`src/rtl/uart_tx_mmio_if.sv`:
```
// CPU data-bus slot used by uart_tx_mmio: select, direction, byte address, lanes and data.
interface uart_tx_mmio_if;
  logic        ce;
  logic        we;
  logic [31:0] addr;
  logic [3:0]  sel;
  logic [31:0] data_i;
  logic [31:0] data_o;

  modport master (output ce, we, addr, sel, data_i, input data_o);
  modport slave  (input ce, we, addr, sel, data_i, output data_o);
endinterface

```
`src/rtl/uart_tx_mmio.sv`:
```
// Memory-mapped 8N1 UART transmitter with TX FIFO, baud divisor and tx-done interrupt.
// Optional parity (8E1/8O1) is enabled by defining UART_TX_PARITY_EN.
module uart_tx_mmio #(
  parameter int          FIFO_DEPTH  = 8,
  parameter logic [15:0] DEFAULT_DIV = 16'd434
) (
  input  logic          clk,
  input  logic          rst,
  uart_tx_mmio_if.slave bus,
  output logic          tx,
  output logic          int_o
);
  localparam int AW = (FIFO_DEPTH > 1) ? $clog2(FIFO_DEPTH) : 1;
  localparam int CW = AW + 1;

`ifdef UART_TX_PARITY_EN
  typedef enum logic [2:0] {IDLE, START, DATA, PARITY, STOP} state_t;
`else
  typedef enum logic [1:0] {IDLE, START, DATA, STOP} state_t;
`endif

  state_t        state, state_n;
  logic [7:0]    fifo_mem [FIFO_DEPTH];
  logic [AW-1:0] wr_ptr, rd_ptr;
  logic [CW-1:0] count;
  logic          full, empty, busy, overflow, int_en;
  logic [15:0]   div, reload, baud_cnt, cnt_n;
  logic [7:0]    shift, shift_n;
  logic [2:0]    bit_idx, idx_n;
  logic          wr, wr_txdata, wr_status, wr_baud, wr_ctrl;
  logic          push_req, push, pop, bit_end, tx_n;
  logic [31:0]   count_ext;
  logic [3:0]    count_disp;
  logic [2:0]    ctrl_bits;
  logic          unused_bits;
`ifdef UART_TX_PARITY_EN
  logic          par_en, odd, par_bit, par_n;
`endif

  assign wr        = bus.ce & bus.we;
  assign wr_txdata = wr & (bus.addr[3:2] == 2'b00);
  assign wr_status = wr & (bus.addr[3:2] == 2'b01);
  assign wr_baud   = wr & (bus.addr[3:2] == 2'b10);
  assign wr_ctrl   = wr & (bus.addr[3:2] == 2'b11);

  // Full is judged before any same-cycle pop, so a push into a full FIFO is always dropped.
  assign full     = (count == CW'(FIFO_DEPTH));
  assign empty    = (count == '0);
  assign busy     = (state != IDLE);
  assign push_req = wr_txdata & bus.sel[0];
  assign push     = push_req & ~full;
  assign reload   = (div == 16'd0) ? 16'd0 : div - 16'd1;
  assign bit_end  = (baud_cnt == 16'd0);

  assign count_ext   = 32'(count);
  assign count_disp  = (count_ext > 32'd15) ? 4'd15 : count_ext[3:0];
  assign unused_bits = ^{bus.addr[31:4], bus.addr[1:0], bus.data_i[31:16], bus.sel[3:2]};

`ifdef UART_TX_PARITY_EN
  assign ctrl_bits = {odd, par_en, int_en};
`else
  assign ctrl_bits = {2'b00, int_en};
`endif

  always_ff @(posedge clk or negedge rst) begin
    if (!rst) begin
      div      <= DEFAULT_DIV;
      int_en   <= 1'b0;
      overflow <= 1'b0;
`ifdef UART_TX_PARITY_EN
      par_en   <= 1'b0;
      odd      <= 1'b0;
`endif
    end else begin
      if (wr_baud & bus.sel[0]) div[7:0]  <= bus.data_i[7:0];
      if (wr_baud & bus.sel[1]) div[15:8] <= bus.data_i[15:8];
      if (wr_ctrl & bus.sel[0]) begin
        int_en <= bus.data_i[0];
`ifdef UART_TX_PARITY_EN
        par_en <= bus.data_i[1];
        odd    <= bus.data_i[2];
`endif
      end
      if (push_req & full)
        overflow <= 1'b1;
      else if (wr_status & bus.sel[0] & bus.data_i[3])
        overflow <= 1'b0;
    end
  end

  always_ff @(posedge clk) begin
    if (push) fifo_mem[wr_ptr] <= bus.data_i[7:0];
  end

  always_ff @(posedge clk or negedge rst) begin
    if (!rst) begin
      wr_ptr <= '0;
      rd_ptr <= '0;
      count  <= '0;
    end else begin
      if (push) wr_ptr <= wr_ptr + AW'(1);
      if (pop)  rd_ptr <= rd_ptr + AW'(1);
      count <= count + CW'(push) - CW'(pop);
    end
  end

  always_ff @(posedge clk or negedge rst) begin
    if (!rst) begin
      state    <= IDLE;
      baud_cnt <= 16'd0;
      shift    <= 8'd0;
      bit_idx  <= 3'd0;
      tx       <= 1'b1;
      int_o    <= 1'b0;
`ifdef UART_TX_PARITY_EN
      par_bit  <= 1'b0;
`endif
    end else begin
      state    <= state_n;
      baud_cnt <= cnt_n;
      shift    <= shift_n;
      bit_idx  <= idx_n;
      tx       <= tx_n;
      int_o    <= int_en & empty & ~busy;
`ifdef UART_TX_PARITY_EN
      par_bit  <= par_n;
`endif
    end
  end

  // The counter reloads from the live divisor on every bit boundary, so a divisor
  // change only affects the next bit; tx is registered from the next-state values.
  always_comb begin
    state_n = state;
    cnt_n   = bit_end ? 16'd0 : baud_cnt - 16'd1;
    shift_n = shift;
    idx_n   = bit_idx;
    pop     = 1'b0;
`ifdef UART_TX_PARITY_EN
    par_n   = par_bit;
`endif
    case (state)
      IDLE: begin
        cnt_n = baud_cnt;
        if (!empty) begin
          pop     = 1'b1;
          state_n = START;
          cnt_n   = reload;
        end
      end
      START: if (bit_end) begin
        state_n = DATA;
        idx_n   = 3'd0;
        cnt_n   = reload;
      end
      DATA: if (bit_end) begin
        cnt_n = reload;
        if (bit_idx == 3'd7) begin
`ifdef UART_TX_PARITY_EN
          state_n = par_en ? PARITY : STOP;
`else
          state_n = STOP;
`endif
        end else begin
          shift_n = {1'b0, shift[7:1]};
          idx_n   = bit_idx + 3'd1;
        end
      end
`ifdef UART_TX_PARITY_EN
      PARITY: if (bit_end) begin
        state_n = STOP;
        cnt_n   = reload;
      end
`endif
      STOP: if (bit_end) begin
        cnt_n = reload;
        if (!empty) begin
          pop     = 1'b1;
          state_n = START;
        end else begin
          state_n = IDLE;
        end
      end
      default: state_n = IDLE;
    endcase
    if (pop) begin
      shift_n = fifo_mem[rd_ptr];
`ifdef UART_TX_PARITY_EN
      par_n   = (^fifo_mem[rd_ptr]) ^ odd;
`endif
    end
    case (state_n)
      START:   tx_n = 1'b0;
      DATA:    tx_n = shift_n[0];
`ifdef UART_TX_PARITY_EN
      PARITY:  tx_n = par_n;
`endif
      default: tx_n = 1'b1;
    endcase
  end

  always_comb begin
    bus.data_o = 32'h0;
    if (bus.ce && !bus.we) begin
      case (bus.addr[3:2])
        2'b01:   bus.data_o = {24'h0, count_disp, overflow, busy, empty, full};
        2'b10:   bus.data_o = {16'h0, div};
        2'b11:   bus.data_o = {29'h0, ctrl_bits};
        default: bus.data_o = 32'h0;
      endcase
    end
  end
endmodule

```
`src/flat_wrapper.sv`:
```
// flat-port wrapper written by rule: the top's interface ports become plain ports
module uart_tx_mmio_flat 
#(
  parameter int          FIFO_DEPTH  = 8,
  parameter logic [15:0] DEFAULT_DIV = 16'd434
)
  (clk, rst, tx, int_o, bus_ce, bus_we, bus_addr, bus_sel, bus_data_i, bus_data_o);
  uart_tx_mmio_if bus_i ();
  input  logic clk;
  input  logic rst;
  output logic tx;
  output logic int_o;
  input wire logic [$bits(bus_i.ce)-1:0] bus_ce;
  input wire logic [$bits(bus_i.we)-1:0] bus_we;
  input wire logic [$bits(bus_i.addr)-1:0] bus_addr;
  input wire logic [$bits(bus_i.sel)-1:0] bus_sel;
  input wire logic [$bits(bus_i.data_i)-1:0] bus_data_i;
  output wire logic [$bits(bus_i.data_o)-1:0] bus_data_o;
  assign bus_i.ce = bus_ce;
  assign bus_i.we = bus_we;
  assign bus_i.addr = bus_addr;
  assign bus_i.sel = bus_sel;
  assign bus_i.data_i = bus_data_i;
  assign bus_data_o = bus_i.data_o;
  uart_tx_mmio #(.FIFO_DEPTH(FIFO_DEPTH), .DEFAULT_DIV(DEFAULT_DIV)) u_core (.clk(clk), .rst(rst), .bus(bus_i), .tx(tx), .int_o(int_o));
endmodule
```
`config.mk`:
```
export PLATFORM = sky130hd
export DESIGN_NAME = uart_tx_mmio_flat
export DESIGN_NICKNAME = d
export VERILOG_FILES = /design/src/rtl/uart_tx_mmio_if.sv /design/src/rtl/uart_tx_mmio.sv /design/src/flat_wrapper.sv
export SDC_FILE = /design/constraint.sdc
export NUM_CORES = 1
export LEC_CHECK = 0
export CAP_MARGIN = 20
export CORE_AREA = 3 3 128 130
export CTS_CLUSTER_SIZE = 12
export DETAILED_ROUTE_END_ITERATION = 8
export DIE_AREA = 0 0 131 133
export PLACE_DENSITY = 0.69
export REMOVE_ABC_BUFFERS = 1
export SYNTH_ARGS = -nofsm -noshare
export SYNTH_HDL_FRONTEND = slang
export SYNTH_SLANG_ARGS = --single-unit
export TNS_END_PERCENT = 50
```
`constraint.sdc`:
```
create_clock -name clk -period 6.46 [get_ports clk]
set_input_delay 1.292 -clock clk [delete_from_list [all_inputs] [get_ports clk]]
set_output_delay 1.292 -clock clk [all_outputs]
set_load 0.03 [all_outputs]
```
Word-level counts from Yosys, hierarchy flattened:

Memory sizes are Yosys's and may differ from the RTL's.
Cells that the tools add are included.

* bits in registers: 59
* RAM bits: 64
* output and inout port bits: 34
* logic and storage cells: 100
* memories kept: 1

* add/sub/neg operators: 7
* order comparisons: 1
* equal/unequal tests: 15
* muxes and demuxes: 30
* bitwise operators: 17
* reductions and logical operators: 15

Memory list
* u_core.fifo_mem: depth 8, width 8, read ports 1, clocked after Yosys merged registers in 0, write ports 1, RTL line uart_tx_mmio.sv:23 `logic [7:0] fifo_mem [FIFO_DEPTH];`

Operator list (number)
* two-way mux 16 bit: 3
* one-hot mux 16 bit (3 select lines): 1
* logical NOT 16 bit: 2
* two-way mux 32 bit: 1
* two-way mux 8 bit: 4
* one-hot mux 16 bit (2 select lines): 1
* subtractor 16 x 1 -> 16 bit (second input constant): 2
* AND 1 bit: 15
* == test 2 bit (second input constant): 5
* two-way mux 2 bit: 5
* nonzero test 2 bit: 5
* adder 3 x 1 -> 3 bit (second input constant): 3
* two-way mux 3 bit: 3
* one-hot mux 2 bit (4 select lines): 1
* two-way mux 1 bit: 7
* == test 2 x 1 -> 1 bit (second input constant): 3
* inequality test 2 x 1 -> 1 bit (second input constant): 3
* one-hot mux 3 bit (2 select lines): 1
* adder 4 x 1 -> 4 bit: 1
* == test 4 bit (second input constant): 1
* greater-than comparator 4 bit (second input constant): 1
* logical NOT 2 bit: 2
* logical NOT 4 bit: 1
* two-way mux 4 bit: 1
* other kinds (10): 13

Logic depth before layout (Yosys ltp):

Gate-level depths: netlist of run 1.

* word-level depth: 6
* mapped depth: 13
* gate-level depth less buffers: 12

Worst setup path after synthesis of run 1:

Ideal clock, no wire load.

* kind: input to output
* start: input port bus_addr[3]
* end: output port bus_data_o[1]
* data arrival time: 2.177 ns
* data required time: 5.168 ns
* slack: 2.991 ns
* cell stages on the path: 4
* buffers on the path: 1
* path through: nor2b_1 -> clkbuf_1 -> a22oi_1 -> nor2_1

* longest elaborated chain between the ends: 3

RTL lines
* from (decl): RTL line flat_wrapper.sv:15 `input wire logic [$bits(bus_i.addr)-1:0] bus_addr;`
* == test 2 bit or == test 2 x 1 -> 1 bit (tied branches): RTL line uart_tx_mmio.sv:205 `case (bus.addr[3:2])`
* one-hot mux 16 bit (3 select lines) *: RTL line uart_tx_mmio.sv:205
* two-way mux 32 bit *: RTL line uart_tx_mmio.sv:204 `if (bus.ce && !bus.we) begin`
* to (decl): RTL line flat_wrapper.sv:18 `output wire logic [$bits(bus_i.data_o)-1:0] bus_data_o;`

Mark *: on every way between the ends. The rest lies on a longest branch, timed or not.

Worst setup path in the final report of run 1:

Same ends and word-level chain as after synthesis.

==> results.txt, run 1 <==
- Counting distinct cell types in the post-synthesis netlist gives 60.
* Share of post-route cells with drive strength above 1: 16.2%
- From synthesis to final layout, the design area changed by 20.0%.
- Once placement completed, the tool counted placed cells totaling 743.
- A synthesized cell averages 12.2 um2.
- The clock network burns 31.6% of the power.
- The floorplan step set the die width to 131 um.
- The critical path starts at bus_addr[3].
- Clock skew on the completed layout was measured at 4.98 ps.
- Summing the areas of all xor and xnor instances in the mapped netlist gives 2.71% of the synthesized area.
- Net switching is 33.5% of the power.
* Launch point of the worst reg-to-reg path: u_core.baud_cnt[0]
- Critical Path End: bus_data_o[1]
- Post-route antenna net violation count: 0
- Violation count after the first detailed-routing iteration: 403
- Routed signal wires occupy layers up through met4.
- The smallest clock period supported by the final layout is computed as 4760 ps.
* Mux cell area share after synthesis: 10.6%
* Data required, critical path: 5170 ps
* Die ar.: 17400 um2
- 0 antenna diodes ended up in the layout.
- After global routing the overflow that remains totals 0.
- Setup violations remaining at the end of the flow were counted as 0.
- Detailed-route vias per instance: 5.37
* Reg area: 3410 um2
* CP arrival: 3470 ps
- Global-route wire length before repair: 21900 um
* EDFF count, synth: 64
- The max-slew violation count came to 0.
- Status: finished, final reports clean
* Total routed wire length on the met1 layer: 6140 um
* Power per Cell Area: 402 nW/um2
- The clock passes through at most 2 buffers.
* Post-synthesis instance area: 6140 um2
- Wirelength per Cell: 17.3 um
- The number of antenna violations at the first check in global routing was 0.
* Synthesis warning total: 0
- Highest clock frequency the design can meet: 0.210 GHz
- The tree is rooted in a sky130_fd_sc_hd__clkbuf_16.
- Cell Int Power: 1.97 mW
- Core area: 15300 um2
- Post-Synth Adder-Cell Area: 3.79%
- Met2 Routed Length: 6440 um
- Synthesized-area fraction occupied by and/or/nand/nor cells: 12.8%
- Wire segments on met3 add up to 686 um in the final route.
- Area of combinational cells with multiple inputs: 2520 um2
- The worst path uses 73.7% of the clock period.
* Combinational group share of total power: 28.8%
* Pin count of the biggest net entering global routing: 60
- Synthesis inferred 123 register bits.
- Clock sink count: 123
- The critical path is of the in2out type.
* Number of vias after detailed routing: 4180
* Primary flip-flop cell chosen by synthesis mapping: sky130_fd_sc_hd__edfxtp_1
- Buffers inserted to repair hold after CTS numbered 0.
- Of the total power, registers draw 39.5%.
- The worst setup path is captured at an output pin.
* Total routing resource utilization after global routing: 16.0%
* Peak fanout along the critical path: 8
- Leakage power of the design: 2.76 nW
- Slew at the pin closest to its max-slew limit: 919 ps
- CTS tree: done
- Number of detailed-route iterations in the first pass: 5
* Count of buffers from port buffering: 41
- In this run the power spent charging and discharging nets is 992 uW.
- Total number of placement rows: 45
- TritonCTS Buffers: 17
- In the synthesized netlist, the number of instances is 503.
- The library cell used most frequently in the layout, excluding fill and tap cells, is sky130_fd_sc_hd__edfxtp_1.
- In the final design database the tool counted 644 nets.
- Vias in the first global route: 4141
* Setup_tns: 0 ps
- In this run the tightest slew margin relative to its limit is 38.5%.
* Boundary pin count: 106
- Counting flops with an async set or reset pin after synthesis yields a share of 48.0%.
- Hpwl dp: 8980 um
* Worst vdd ir: 158 uV
- Final weighted congestion of routability-driven global placement: 0.842
- Post-detailed-route DRC marker count: 0
- Post-synthesis sequential area ratio: 55.5%
* Clock insertion delay at the later pin of the skew report: 410 ps
- Total wirelength of the detailed-routed design: 13400 um
- RSZ-0062 raised after global routing: false
* Setup fix buffers added after clock tree synthesis: 0
- Initial core utilization: 40.2%
- After synthesis, the largest family of logic cells by area is simple AND/OR/NAND/NOR gates.
* Worst reg-to-reg setup slack: 3240 ps
- Leaving out filler cells and counting taps, the final layout contains 778.
- CTS clk-pin slew, worst paths: 60 ps
* Number of filler cells placed in the layout: 1317
* Path class of the lowest-slack min-delay path: reg2reg
* Worst flop-to-flop path endpoint: u_core.count[1]
* Kind of start point of the critical path: primary input
- Worst Reg-to-Reg Cells: 10
- The top cell types in the final layout, fill and taps aside, are 64 x sky130_fd_sc_hd__edfxtp_1, 53 x sky130_fd_sc_hd__dfrtp_1, 40 x sky130_fd_sc_hd__clkdlybuf4s50_1, 38 x sky130_fd_sc_hd__nor2_1, 31 x sky130_fd_sc_hd__nand2_1.
* Final hold viol count: 0
- Max Cap Violations: 0
* # H-tree levels: 4
- Compound-cell area share of the yosys netlist: 10.0%
- Vert. Die Dim: 133 um
- # resized after CTS: 0
## how the worst min path moves through the flow
stage | startpoint | endpoint | depth (start not counted)
floorplan | u_core.overflow | u_core.overflow | 2
global placement | u_core.overflow | u_core.overflow | 2
detailed placement | u_core.overflow | u_core.overflow | 2
CTS | u_core.overflow | u_core.overflow | 2
global route | u_core.overflow | u_core.overflow | 2
finish | u_core.overflow | u_core.overflow | 2
## metal layers
layer | track usage (%) | vias up
li1 | - | 1939
met1 | 22.8 | 2081
met2 | 24.6 | 141
met3 | 3.31 | 19
met4 | 4.97 | 0
met5 | 0 | -
## final cells by class
class,instances,share of cell area (%)
Sequential cell,123,46.3
Multi-Input combinational cell,342,34.2
Timing Repair Buffer,53,7.05
Clock buffer,17,5.78
Tap cell,211,3.59
Clock inverter,15,2.23
Inverter,17,0.867
## critical path, stage by stage
cell                              delay (ps)
sky130_fd_sc_hd__clkdlybuf4s50_1         570
sky130_fd_sc_hd__nor2b_1                 530
sky130_fd_sc_hd__a22oi_1                 190
sky130_fd_sc_hd__nor2_1                  180
sky130_fd_sc_hd__clkdlybuf4s50_1         700
## kinds of logic (layout without fill, tap and decap cells)
family,Yosys count,count (layout)
xor+xnor,19,19
other cells,1,16
buf+inv,53,102
compound gates,98,98
flops,123,123
simple gates,148,148
mux,43,43
fa+ha+maj,18,18
## sequential cells by signal (all words and copies together), names as in the netlist, 2 cells and up
signal,count
u_core.baud_cnt,16
u_core.bit_idx,3
u_core.state,2
u_core.wr_ptr,3
u_core.div,16
u_core.rd_ptr,3
u_core.shift,8
u_core.fifo_mem,64
u_core.count,4
## metrics by stage
stage | power (mW) | util, % | worst slack [ps] | instance area [um2] | hold slack (ps)
2_1_floorplan | 1.75 | - | 2960 | 5980 | 469
3_3_place_gp | 1.96 | 44.1 | 1740 | 6730 | 489
3_5_place_dp | 2.00 | 44.1 | 1730 | 6730 | 508
4_1_cts | 2.94 | 47.9 | 1730 | 7310 | 520
5_1_grt | 3.13 | 48.2 | 1570 | 7360 | 547
6_report | 2.96 | 48.2 | 1700 | 7360 | 516
## synth_stat cells (7+ instances only)
library cell / number / share of area (%)
sky130_fd_sc_hd__o21ai_0: 30 / 2.4
sky130_fd_sc_hd__edfxtp_1: 64 / 31
sky130_fd_sc_hd__nor3_1: 11 / 0.90
sky130_fd_sc_hd__nand2b_1: 9 / 0.92
sky130_fd_sc_hd__nor2_1: 38 / 2.3
sky130_fd_sc_hd__and2_1: 11 / 1.1
sky130_fd_sc_hd__xnor2_1: 9 / 1.3
sky130_fd_sc_hd__nand3_1: 7 / 0.57
sky130_fd_sc_hd__xor2_1: 10 / 1.4
sky130_fd_sc_hd__a22oi_1: 9 / 1.1
sky130_fd_sc_hd__mux4_2: 16 / 5.9
sky130_fd_sc_hd__nor2b_1: 7 / 0.71
sky130_fd_sc_hd__nand2_1: 31 / 1.9
sky130_fd_sc_hd__mux2i_1: 11 / 1.8
sky130_fd_sc_hd__dfrtp_1: 53 / 22
sky130_fd_sc_hd__a211oi_1: 7 / 0.86
sky130_fd_sc_hd__mux2_2: 16 / 2.9
sky130_fd_sc_hd__nor4_1: 9 / 0.92
sky130_fd_sc_hd__inv_1: 17 / 1.0
sky130_fd_sc_hd__buf_4: 17 / 2.1
sky130_fd_sc_hd__ha_1: 17 / 3.5
sky130_fd_sc_hd__clkbuf_1: 12 / 0.73
sky130_fd_sc_hd__a21oi_1: 24 / 2.0
## power groups by stage
stage / clock (mW) / combinational, mW / sequential, mW
2_1_floorplan: 0 / 0.603 / 1.14
3_3_place_gp: 0 / 0.767 / 1.19
3_5_place_dp: 0 / 0.792 / 1.20
4_1_cts: 0.948 / 0.803 / 1.19
5_1_grt: 0.988 / 0.948 / 1.19
6_report: 0.936 / 0.853 / 1.17
No activity file was read; power rests on OpenSTA's default activity.
==> inputs of run 2 (changes only) <==
==> constraint.sdc (replaced) <==
create_clock -name clk -period 5 [get_ports clk]
set_input_delay 1 -clock clk [delete_from_list [all_inputs] [get_ports clk]]
set_output_delay 1 -clock clk [all_outputs]
set_load 0.03 [all_outputs]
==> run 2 against run 1 <==
  * Register-to-register slack worse by 1300 ps
  * Global-route usage about the same
  * Flip-flop and latch count unchanged
  * Routed wire length barely moved
  * Critical path depth unchanged
  * First-iteration DRC count down 21%
  * Clock skew is 0.52 ps lower
  * Via count down 0.36%
  * Worst setup slack got worse by 840 ps
  * Core utilization is 0.27 points lower
  * Hold slack is essentially flat
  * Critical path type unchanged
  * Largest power group unchanged
==> results.txt, run 2 (synthesis results as in run 1) <==
- Max-slew violation count: 0
- Path class of the lowest-slack min-delay path: reg2reg
- After floorplanning, the core was divided into 45 placement rows.
- Number of hold buffers added after CTS: 0
- # resized after CTS: 0
* Max-slew headroom at the worst pin: 32.9%
* Diode insertion count for antenna repair: 0
- CTS clk-pin slew, worst paths: 50 ps
* Total wirelength of the detailed-routed design: 13400 um
- TritonCTS built the clock tree.
- Max Cap Violations: 0
- Kind of start point of the critical path: primary input
- The worst setup path is of the in2out kind.
- Post-detailed-route DRC marker count: 0
- Top reg by flops: u_core.fifo_mem
* Final cell count without fillers: 778
- The first TritonRoute pass finished after 5 iterations.
- RSZ-0062 raised after global routing: false
* Peak fanout along the critical path: 8
* Share of post-route cells with drive strength above 1: 16.2%
- Measured along the x axis, the die boundary spans 131 um.
- Hpwl dp: 9090 um
- Input and output buffers added on the ports amount to 41.
* Slew at the pin closest to its max-slew limit: 1010 ps
- Initial core utilization: 40.2%
* TritonCTS Buffers: 17
- Post-synthesis to final-layout area growth: 19.3%
- The analysis attributes to cell leakage a power of 2.74 nW.
* Count of buffer and inverter cells on the critical path: 2
- At the worst endpoint, the required time is 4000 ps.
- Clock insertion delay at the later pin of the skew report: 410 ps
* Family with the most delay on the worst path: buffers and inverters
- The cell sitting at the root of the clock tree is a sky130_fd_sc_hd__clkbuf_16.
- In the final routed layout, each cell accounts on average for 17.3 um.
- The first global-routing pass estimated 21900 um of wire.
- Setup_tns: 0 ps
* CP arrival: 3150 ps
- The startpoint identified for the worst hold timing path is u_core.overflow.
- The via count of the first global-routing pass is 4151.
* Setup fix buffers added after clock tree synthesis: 0
- On the final layout, the worst hold slack is 517 ps.
* Final critical delay including setup and external delays: 4150 ps
- Final worst clock skew: 4.46 ps
- The longest clock path from root to sink contains 2 buffers.
- Final weighted congestion of routability-driven global placement: 0.840
- Cell type with the highest occurrence count on the critical path: sky130_fd_sc_hd__clkdlybuf4s50_1
* Die ar.: 17400 um2
* Vert. Die Dim: 133 um
* # setup viols final: 0
- The largest individual stage delay along the critical path comes from the cell sky130_fd_sc_hd__clkdlybuf4s50_1.
- Longest individual stage delay on the worst path: 700 ps
- Final-stage net count: 644
- In this run the critical register-to-register path is launched from u_core.baud_cnt[0].
- Number of vias after detailed routing: 4165
- Highest clock frequency the design can meet: 0.241 GHz
- For this run the aggregate overflow at the end of global routing stands at 0.
* Detailed-route vias per instance: 5.35
* Core area: 15300 um2
* Number of flip-flops under the largest register name: 64
- Commonest cells after routing, fill and taps aside: 64 x sky130_fd_sc_hd__edfxtp_1, 53 x sky130_fd_sc_hd__dfrtp_1, 40 x sky130_fd_sc_hd__clkdlybuf4s50_1, 38 x sky130_fd_sc_hd__nor2_1, 31 x sky130_fd_sc_hd__nand2_1
- Worst vdd ir: 263 uV
- In this run the worst setup path begins at bus_addr[3].
* Number of filler cells placed in the layout: 1322
- # H-tree levels: 4
- Largest regs: u_core.fifo_mem: 64 flops, u_core.baud_cnt: 16 flops, u_core.div: 16 flops
- Once detail routing completed, the nets flagged for antenna violations numbered 0.
- The signal on the critical path passes through clkdlybuf4s50_1 -> nor2b_1 -> a22oi_1 -> nor2_1 -> clkdlybuf4s50_1.
* Violation count after the first detailed-routing iteration: 318
* Placed cell count: 744
- Antenna violations before repair: 0
* Portion of the clock cycle consumed by the worst path in the final layout: 82.9%
* Final hold viol count: 0
* Most frequent standard cell in the layout excluding fill and tap cells: sky130_fd_sc_hd__edfxtp_1
- Pin count of the biggest net entering global routing: 60
* Boundary pin count: 106
* Status: finished, final reports clean
* Clock sink count: 123
- Kind of end point of the critical path: output pin
- Power per Cell Area: 510 nW/um2
- Total routing resource utilization after global routing: 16.1%
-- run 2: path summary, 6_finish.rpt --
kind                       slack, ps  depth (start not counted)                 end
max reg2reg                     1920                         10     u_core.count[1]
min                              520                          2     u_core.overflow
min reg2reg                      520                          2     u_core.overflow
max                              850                          5       bus_data_o[1]
min in group asynchronous        750                          2  u_core.baud_cnt[8]
max in group asynchronous       3710                          2     u_core.shift[5]
-- run 2: area by class of cell --
class                           instances  area, um2  area share [%]
Sequential cell                       123       3410            46.5
Multi-Input combinational cell        342       2520            34.4
Timing Repair Buffer                   53        515            7.04
Clock buffer                           17        425            5.81
Tap cell                              211        264            3.61
Clock inverter                         15        126            1.73
Inverter                               17       63.8           0.872
-- run 2: worst reg2reg max path, stage by stage, from the launching register on --
cell and delay, ps:
sky130_fd_sc_hd__dfrtp_1 410, sky130_fd_sc_hd__inv_1 70, sky130_fd_sc_hd__ha_1 180, sky130_fd_sc_hd__nor3b_1 450, sky130_fd_sc_hd__and4_1 480, sky130_fd_sc_hd__a31oi_1 190, sky130_fd_sc_hd__nor3_2 210, sky130_fd_sc_hd__nand2b_1 190
sky130_fd_sc_hd__nand2_1 140, sky130_fd_sc_hd__ha_1 210, sky130_fd_sc_hd__fa_1 420
-- run 2: per-layer routing --
| metal | part of all wire, % | global-route usage (%) | up-vias | wire (um) |
|---|---|---|---|---|
| li1 | - | - | 1937 | - |
| met1 | 45 | 22.2 | 2076 | 6060 |
| met2 | 49 | 25.3 | 135 | 6520 |
| met3 | 5.1 | 4.00 | 17 | 690 |
| met4 | 1.2 | 4.34 | 0 | 159 |
| met5 | 0 | 0 | - | 0 |
-- run 2: power breakdown --
part,internal [mW],switching (mW),leakage (nW)
clock network,0.681,0.453,0.271
logic,0.534,0.549,1.19
registers,1.26,0.258,1.28
total,2.48,1.26,2.74
-- run 2: through the flow --
stage	utilization [%]	area [um2]	power, mW	worst slack (ps)
after floorplan	-	5980	2.26	1810
after global placement	44.1	6730	2.54	858
after detailed placement	44.1	6730	2.58	839
after CTS	47.7	7280	3.72	840
after global routing	48.0	7320	3.96	646
final	48.0	7320	3.74	854
